<file path="config.mk">
export PLATFORM = sky130hd
export DESIGN_NAME = fetch_stall_ctrl
export DESIGN_NICKNAME = d
export VERILOG_FILES = /design/src/rtl/fetch_stall_ctrl.sv
export SDC_FILE = /design/constraint.sdc
export NUM_CORES = 1
export LEC_CHECK = 0
export CAP_MARGIN = 20
export CORE_MARGIN = 2
export CORE_UTILIZATION = 40
export CTS_CLUSTER_SIZE = 20
export DETAILED_ROUTE_END_ITERATION = 12
export HOLD_SLACK_MARGIN = 0.03
export PLACE_DENSITY = 0.78
export SYNTH_ARGS = -nofsm -noshare
export SYNTH_HDL_FRONTEND = slang
export SYNTH_SLANG_ARGS = --single-unit
</file>
<file path="constraint.sdc">
create_clock -name clk -period 4.9 [get_ports clk]
set_input_delay 0.49 -clock clk [delete_from_list [all_inputs] [get_ports clk]]
set_output_delay 0.49 -clock clk [all_outputs]
set_load 0.03 [all_outputs]
</file>
<file path="src/rtl/fetch_stall_ctrl.sv">
// PC register and IF/ID pipeline register with hazard stall, branch flush and external freeze.
// Optional perf counters for stall cycles and flushes are enabled by defining STALL_PERF_CNT_EN.
module fetch_stall_ctrl #(
    parameter int              PC_W      = 32,
    parameter int              INSTR_W   = 32,
    parameter logic [PC_W-1:0] RESET_PC  = '0,
    parameter int              MAX_STALL = 15
) (
    input  logic               clk,
    input  logic               rst,
    input  logic               HazardIn,
    input  logic               BranchTakenIn,
    input  logic [PC_W-1:0]    BranchAddrIn,
    input  logic               FreezeIn,
    input  logic [INSTR_W-1:0] InstrIn,
    output logic [PC_W-1:0]    PCOut,
    output logic [PC_W-1:0]    IF_ID_PCOut,
    output logic [INSTR_W-1:0] IF_ID_InstrOut,
    output logic               IF_ID_ValidOut,
    output logic               ID_EX_BubbleOut,
    output logic               StallTimeoutOut,
    output logic [31:0]        StallCntOut,
    output logic [31:0]        FlushCntOut
);

    typedef enum logic [1:0] {
        ST_FILL  = 2'd0,
        ST_RUN   = 2'd1,
        ST_STALL = 2'd2
    } state_e;

    // Run counter must be able to hold MAX_STALL+1, the value that trips the timeout.
    localparam int             RUN_W   = $clog2(MAX_STALL + 2);
    localparam logic [RUN_W-1:0] RUN_LIM = RUN_W'(MAX_STALL + 1);

    state_e             state_q,     state_d;
    logic [PC_W-1:0]    pc_q,        pc_d;
    logic [PC_W-1:0]    if_id_pc_q,  if_id_pc_d;
    logic [INSTR_W-1:0] if_id_ins_q, if_id_ins_d;
    logic               if_id_vld_q, if_id_vld_d;
    logic [RUN_W-1:0]   run_q,       run_d;
    logic               timeout_q,   timeout_d;
    logic [PC_W-1:0]    pc_plus4;

    assign pc_plus4 = pc_q + PC_W'(4);

    always_comb begin
        // NOTE: every signal gets its hold value first so no path through this block infers a latch.
        state_d     = state_q;
        pc_d        = pc_q;
        if_id_pc_d  = if_id_pc_q;
        if_id_ins_d = if_id_ins_q;
        if_id_vld_d = if_id_vld_q;
        run_d       = run_q;

        if (!FreezeIn) begin
            if (BranchTakenIn) begin
                pc_d        = BranchAddrIn;
                if_id_pc_d  = '0;
                if_id_ins_d = '0;
                if_id_vld_d = 1'b0;
                run_d       = '0;
                state_d     = ST_RUN;
            end else if (HazardIn) begin
                run_d   = (run_q == RUN_LIM) ? run_q : run_q + RUN_W'(1);
                state_d = ST_STALL;
            end else begin
                pc_d        = pc_plus4;
                if_id_pc_d  = pc_plus4;
                if_id_ins_d = InstrIn;
                if_id_vld_d = 1'b1;
                run_d       = '0;
                state_d     = ST_RUN;
            end
        end

        timeout_d = timeout_q | (run_d == RUN_LIM);
    end

    always_ff @(posedge clk) begin
        // NOTE: state registers use non-blocking assignments so all flops update from pre-edge values.
        if (!rst) begin
            state_q     <= ST_FILL;
            pc_q        <= RESET_PC;
            if_id_pc_q  <= '0;
            if_id_ins_q <= '0;
            if_id_vld_q <= 1'b0;
            run_q       <= '0;
            timeout_q   <= 1'b0;
        end else begin
            state_q     <= state_d;
            pc_q        <= pc_d;
            if_id_pc_q  <= if_id_pc_d;
            if_id_ins_q <= if_id_ins_d;
            if_id_vld_q <= if_id_vld_d;
            run_q       <= run_d;
            timeout_q   <= timeout_d;
        end
    end

    assign PCOut           = pc_q;
    assign IF_ID_PCOut     = if_id_pc_q;
    assign IF_ID_InstrOut  = if_id_ins_q;
    assign IF_ID_ValidOut  = if_id_vld_q;
    assign StallTimeoutOut = timeout_q;
    assign ID_EX_BubbleOut = !FreezeIn && (BranchTakenIn || HazardIn || !if_id_vld_q);

`ifdef STALL_PERF_CNT_EN
    logic [31:0] stall_cnt_q, stall_cnt_d;
    logic [31:0] flush_cnt_q, flush_cnt_d;

    always_comb begin
        stall_cnt_d = stall_cnt_q;
        flush_cnt_d = flush_cnt_q;
        if (!FreezeIn) begin
            if (BranchTakenIn)
                flush_cnt_d = flush_cnt_q + 32'd1;
            else if (HazardIn)
                stall_cnt_d = stall_cnt_q + 32'd1;
        end
    end

    always_ff @(posedge clk) begin
        if (!rst) begin
            stall_cnt_q <= '0;
            flush_cnt_q <= '0;
        end else begin
            stall_cnt_q <= stall_cnt_d;
            flush_cnt_q <= flush_cnt_d;
        end
    end

    assign StallCntOut = stall_cnt_q;
    assign FlushCntOut = flush_cnt_q;
`else
    assign StallCntOut = 32'd0;
    assign FlushCntOut = 32'd0;
`endif

endmodule

</file>
# Word level (Yosys, flattened, before mapping)
# Index checks and enable logic that the tools add are counted.
[totals]
input_bits = 69
out_inout_bits = 163
register_bits = 103
elab_cells = 30
[classes]
bitwise = 2
n_eq_ne = 3
n_reduce_logical = 6
mux = 11
n_addsub = 2
[ops]
columns = ["cell", "n"]
rows = [
  ["two-way mux 32 bit", 5],
  ["adder 32 x 3 -> 32 bit (second input constant)", 1],
  ["two-way mux 5 bit", 4],
  ["equality test 5 bit (second input constant)", 2],
  ["adder 5 x 1 -> 5 bit (second input constant)", 1],
  ["zero test 1 bit", 2],
  ["logical OR 1 bit", 2],
  ["two-way mux 1 bit", 2],
  ["!= test 2 x 1 -> 1 bit (second input constant)", 1],
  ["AND reduction 2 bit", 1],
  ["logical AND 1 bit", 1],
  ["NOT 1 bit", 1],
  ["bitwise OR 1 bit", 1],
]

# Longest topological paths before layout
[logic_depth]
depth_word = 7
mapped_depth = 7
depth_no_buf = 6

# Least setup slack after synthesis
# OpenSTA, ideal clock, no wires.
[synth_timing]
kind = "input-to-output"
start = "input port HazardIn"
end = "output port ID_EX_BubbleOut"
t_required_ns = 4.410
path_stages = 5
slack_ns = 2.647
path_buffers = 3
arrival_time_ns = 1.763
path_cell_list = "buf_4 clkbuf_1 buf_1 nor2_1 a21oi_1"
[synth_between]
elab_chain_len = 3
[synth_lines]
columns = ["element", "line", "text"]
rows = [
  ["start: declaration", "11", "input logic HazardIn,"],
  ["logical OR 1 bit (2 in a row)", "106", "assign ID_EX_BubbleOut = !FreezeIn && (BranchTakenIn || HazardIn || !if_id_vld_q);"],
  ["logical AND 1 bit", "106", ""],
  ["end: declaration", "20", "output logic ID_EX_BubbleOut,"],
]
# No other way between the ends.

# Worst setup path after layout
[layout_timing]
start = "input port BranchTakenIn"
end = "output port ID_EX_BubbleOut"
[layout_between]
elab_chain_len = 3
[layout_lines]
columns = ["element", "line", "text"]
rows = [
  ["start: declaration", "12", "input logic BranchTakenIn,"],
  ["logical OR 1 bit (2 in a row)", "106", ""],
  ["logical AND 1 bit", "106", ""],
]
# No other way between the ends.

==> results.yml <==
outcome:
  status: "finished clean"
synthesis:
  synth_area_um2: 5690
  avgSynthCellArea_um2: 8.12
  ys.flop_type: "dfxtp_1"
  synth_edf_count: 0
  yosysTopAreaCell: "dfxtp_1"
  async_flop_share: 0
  netlist_top_cells_area: "dfxtp_1 (36%), buf_4 (8.7%), a21oi_1 (5.9%)"
  yosysWarnings: 0
  netlist_instances: 701
  yosysUniqueCellTypes: 70
  ys_ff_latch: 103
  seq_area_frac_synth: 0.362
  synth_top_cell_area_share: 0.362
die:
  ios: 232
  core_um2: 13900
  die_area_um2: 15200
  die_y_um: 123
  row_count: 43
  dieWidth_um: 123
  start_util: 0.410
detailed_routing:
  wl_per_cell_um: 17.0
  drtIter0Drc: 694
  vias: 5621
  ant_nets: 0
  drt-total-wl_mm: 17.2
  drc_errors: 0
  routed_via_density: 5.55
  drt-pass1-iter-count: 5
timing:
  max_slew_margin: 0.412
  max_slew.worst_pin.slew_ns: 0.879
  setup_violations: 0
  fin_skew_ns: 0.00988
  fin_crit_ns: 3.15
  tns_ns: 0
  fmax_ghz: 0.317
  report.final.slew_viol_count: 0
  rsz0062_at_grt: "no"
  finalCritPeriodShare: 0.643
  timing_hold_violations_final: 0
power:
  p_leak_nw: 2.66
  power_mw: 2.07
  powerDensity_nw_per_um2: 276
  peakVddDrop_v: 0.000254
clock_tree:
  root_buffer: "clkbuf_16"
  clkLatencyLatePin_ns: 0.35
  cts_buffers: 9
  cts_setup_buffers: 0
  cts_tree: "done"
  holdBufCountCts: 0
  cts.reportedPaths.clkPinSlew_ns: 0.06
  htreeDepth: 3
  cts_resized: 0
  cts.sinks: 103
  ctsLongestPathBuffers: 2
worst_setup_path:
  critical_path.startpoint_type: "input pin"
  crit_type: "in2out"
  worst_setup_path_end_kind: "output port"
  cp.required_ns: 4.41
  cp_max_fo: 42
  cp.arrival_ns: 2.66
placed_design:
  gp_congestion: 0.897
  port_buffers: 167
  dp_hpwl_mm: 11.8
finish:
  drive_gt1_frac: 0.0504
  final_nets: 900
  syn_to_final_growth_pct: 31.3
  fillers: 1330
  insertedDiodeCount: 0
global_route:
  grt_pass1_vias: 5199
  overflow: 0
  grt_util_all_layers: 0.226
  grt_max_degree: 43
  grt_pass1_wl_mm: 27.0
  antenna_found_initial: 0
worst_hold_path:
  hold_class: "reg2reg"
run:
  cap_viol_max_count: 0
[routing by layer]
metal | wire length [um] | GRT usage | vias to the layer above
met1 | 7130 | 0.290 | 2634
li1 | - | - | 2693
met4 | 244 | 0.0739 | 0
met5 | 0 | 0 | -
met2 | 7980 | 0.352 | 277
met3 | 1870 | 0.0835 | 17
[critical path, stage by stage]
cell             delay (ns)
buf_2                  0.61
buf_4                  0.49
nor2_1                 0.09
a21oi_1                0.25
clkdlybuf4s50_1        0.72
[state kept, by name, summed over array words and instances (netlist names)]
register         count
IF_ID_InstrOut      32
PCOut               32
run_q                5
IF_ID_PCOut         32
IF_ID_ValidOut       1
StallTimeoutOut      1
[cells in the mapped netlist (5+ instances only)]
library cell	n
nor4b_1	36
o211ai_1	9
o21ai_0	25
nand4_1	14
nand3_1	24
nor2_1	65
buf_4	66
buf_2	8
and3_1	10
or3_1	5
a22oi_1	12
xnor2_1	5
buf_1	7
a31oi_1	13
nor4_1	12
a211o_1	5
nand2_1	53
inv_1	8
nor3_1	16
nand2b_1	8
and2_1	6
a21oi_1	67
clkbuf_1	37
dfxtp_1	103
[area by class of cell]
type / count / area [um2] / share of cell area
sequential: 103 / 2060 / 0.276
clock inverter: 3 / 65.1 / 0.00871
multi-input combinational: 530 / 3100 / 0.415
inverter: 9 / 33.8 / 0.00452
clock buffer: 13 / 260 / 0.0348
tap: 180 / 225 / 0.0301
timing repair buffer: 175 / 1730 / 0.231
[kinds of logic (layout without fill, tap and decap cells)]
logic type | Yosys count | in the layout | share of synthesized area
AOI/OAI and AO/OA | 176 | 176 | 0.199
DFF | 103 | 103 | 0.362
xor gates and xnor gates | 9 | 9 | 0.0139
adders and majority gates | 3 | 3 | 0.00660
buffers and inverters | 131 | 200 | 0.135
muxes | 1 | 1 | 0.00176
and+or+nand+nor | 277 | 277 | 0.281
other | 1 | 64 | 0.000659
[path summary, 6_finish.rpt]
kind,endpoint,startpoint,slack (ns),depth (start not counted)
setup / recovery,ID_EX_BubbleOut,BranchTakenIn,1.75,5
hold / removal,IF_ID_PCOut[20]$_SDFFE_PN0P_,IF_ID_PCOut[20]$_SDFFE_PN0P_,0.45,2
setup reg to reg,IF_ID_PCOut[26]$_SDFFE_PN0P_,PCOut[2]$_SDFFE_PN0P_,2.48,5
hold reg to reg,IF_ID_PCOut[20]$_SDFFE_PN0P_,IF_ID_PCOut[20]$_SDFFE_PN0P_,0.45,2
[stage by stage]
| stage | hold slack [ns] | utilization | instances | area (um2) | setup slack, ns |
|---|---|---|---|---|---|
| 6_report | 0.452 | 0.538 | 1013 | 7470 | 1.75 |
| 5_1_grt | 0.472 | 0.538 | 1013 | 7470 | 1.63 |
| 4_1_cts | 0.457 | 0.537 | 1012 | 7460 | 1.74 |
| 3_5_place_dp | 0.442 | 0.514 | 996 | 7130 | 1.72 |
| 3_3_place_gp | 0.439 | 0.514 | 996 | 7130 | 1.72 |
| 2_1_floorplan | 0.579 | - | 764 | 5930 | 2.65 |
[placed cells by master (no fill, tap or decap), types with 6 or more instances in the layout]
cell | synthesis | routed
a21oi_1 | 67 | 67
o21ai_0 | 25 | 25
dfxtp_1 | 103 | 103
nand2b_1 | 8 | 8
o211ai_1 | 9 | 9
nand2_1 | 53 | 52
and2_1 | 6 | 6
nand3_1 | 24 | 24
nor4_1 | 12 | 12
nor3_1 | 16 | 16
clkdlybuf4s50_1 | 0 | 165
buf_4 | 66 | 7
nand4_1 | 14 | 14
clkbuf_16 | 0 | 9
a22oi_1 | 12 | 12
inv_1 | 8 | 7
and3_1 | 10 | 10
nor4b_1 | 36 | 36
conb_1 | 1 | 64
a31oi_1 | 13 | 13
nor2_1 | 65 | 65
[where the power goes]
| part | internal, mW | switching (mW) | total [mW] |
|---|---|---|---|
| combinational | 0.136 | 0.234 | 0.370 |
| sequential | 0.863 | 0.0396 | 0.903 |
| clock | 0.476 | 0.316 | 0.792 |
| total | 1.47 | 0.590 | 2.06 |
No activity file was read; power rests on OpenSTA's default activity.
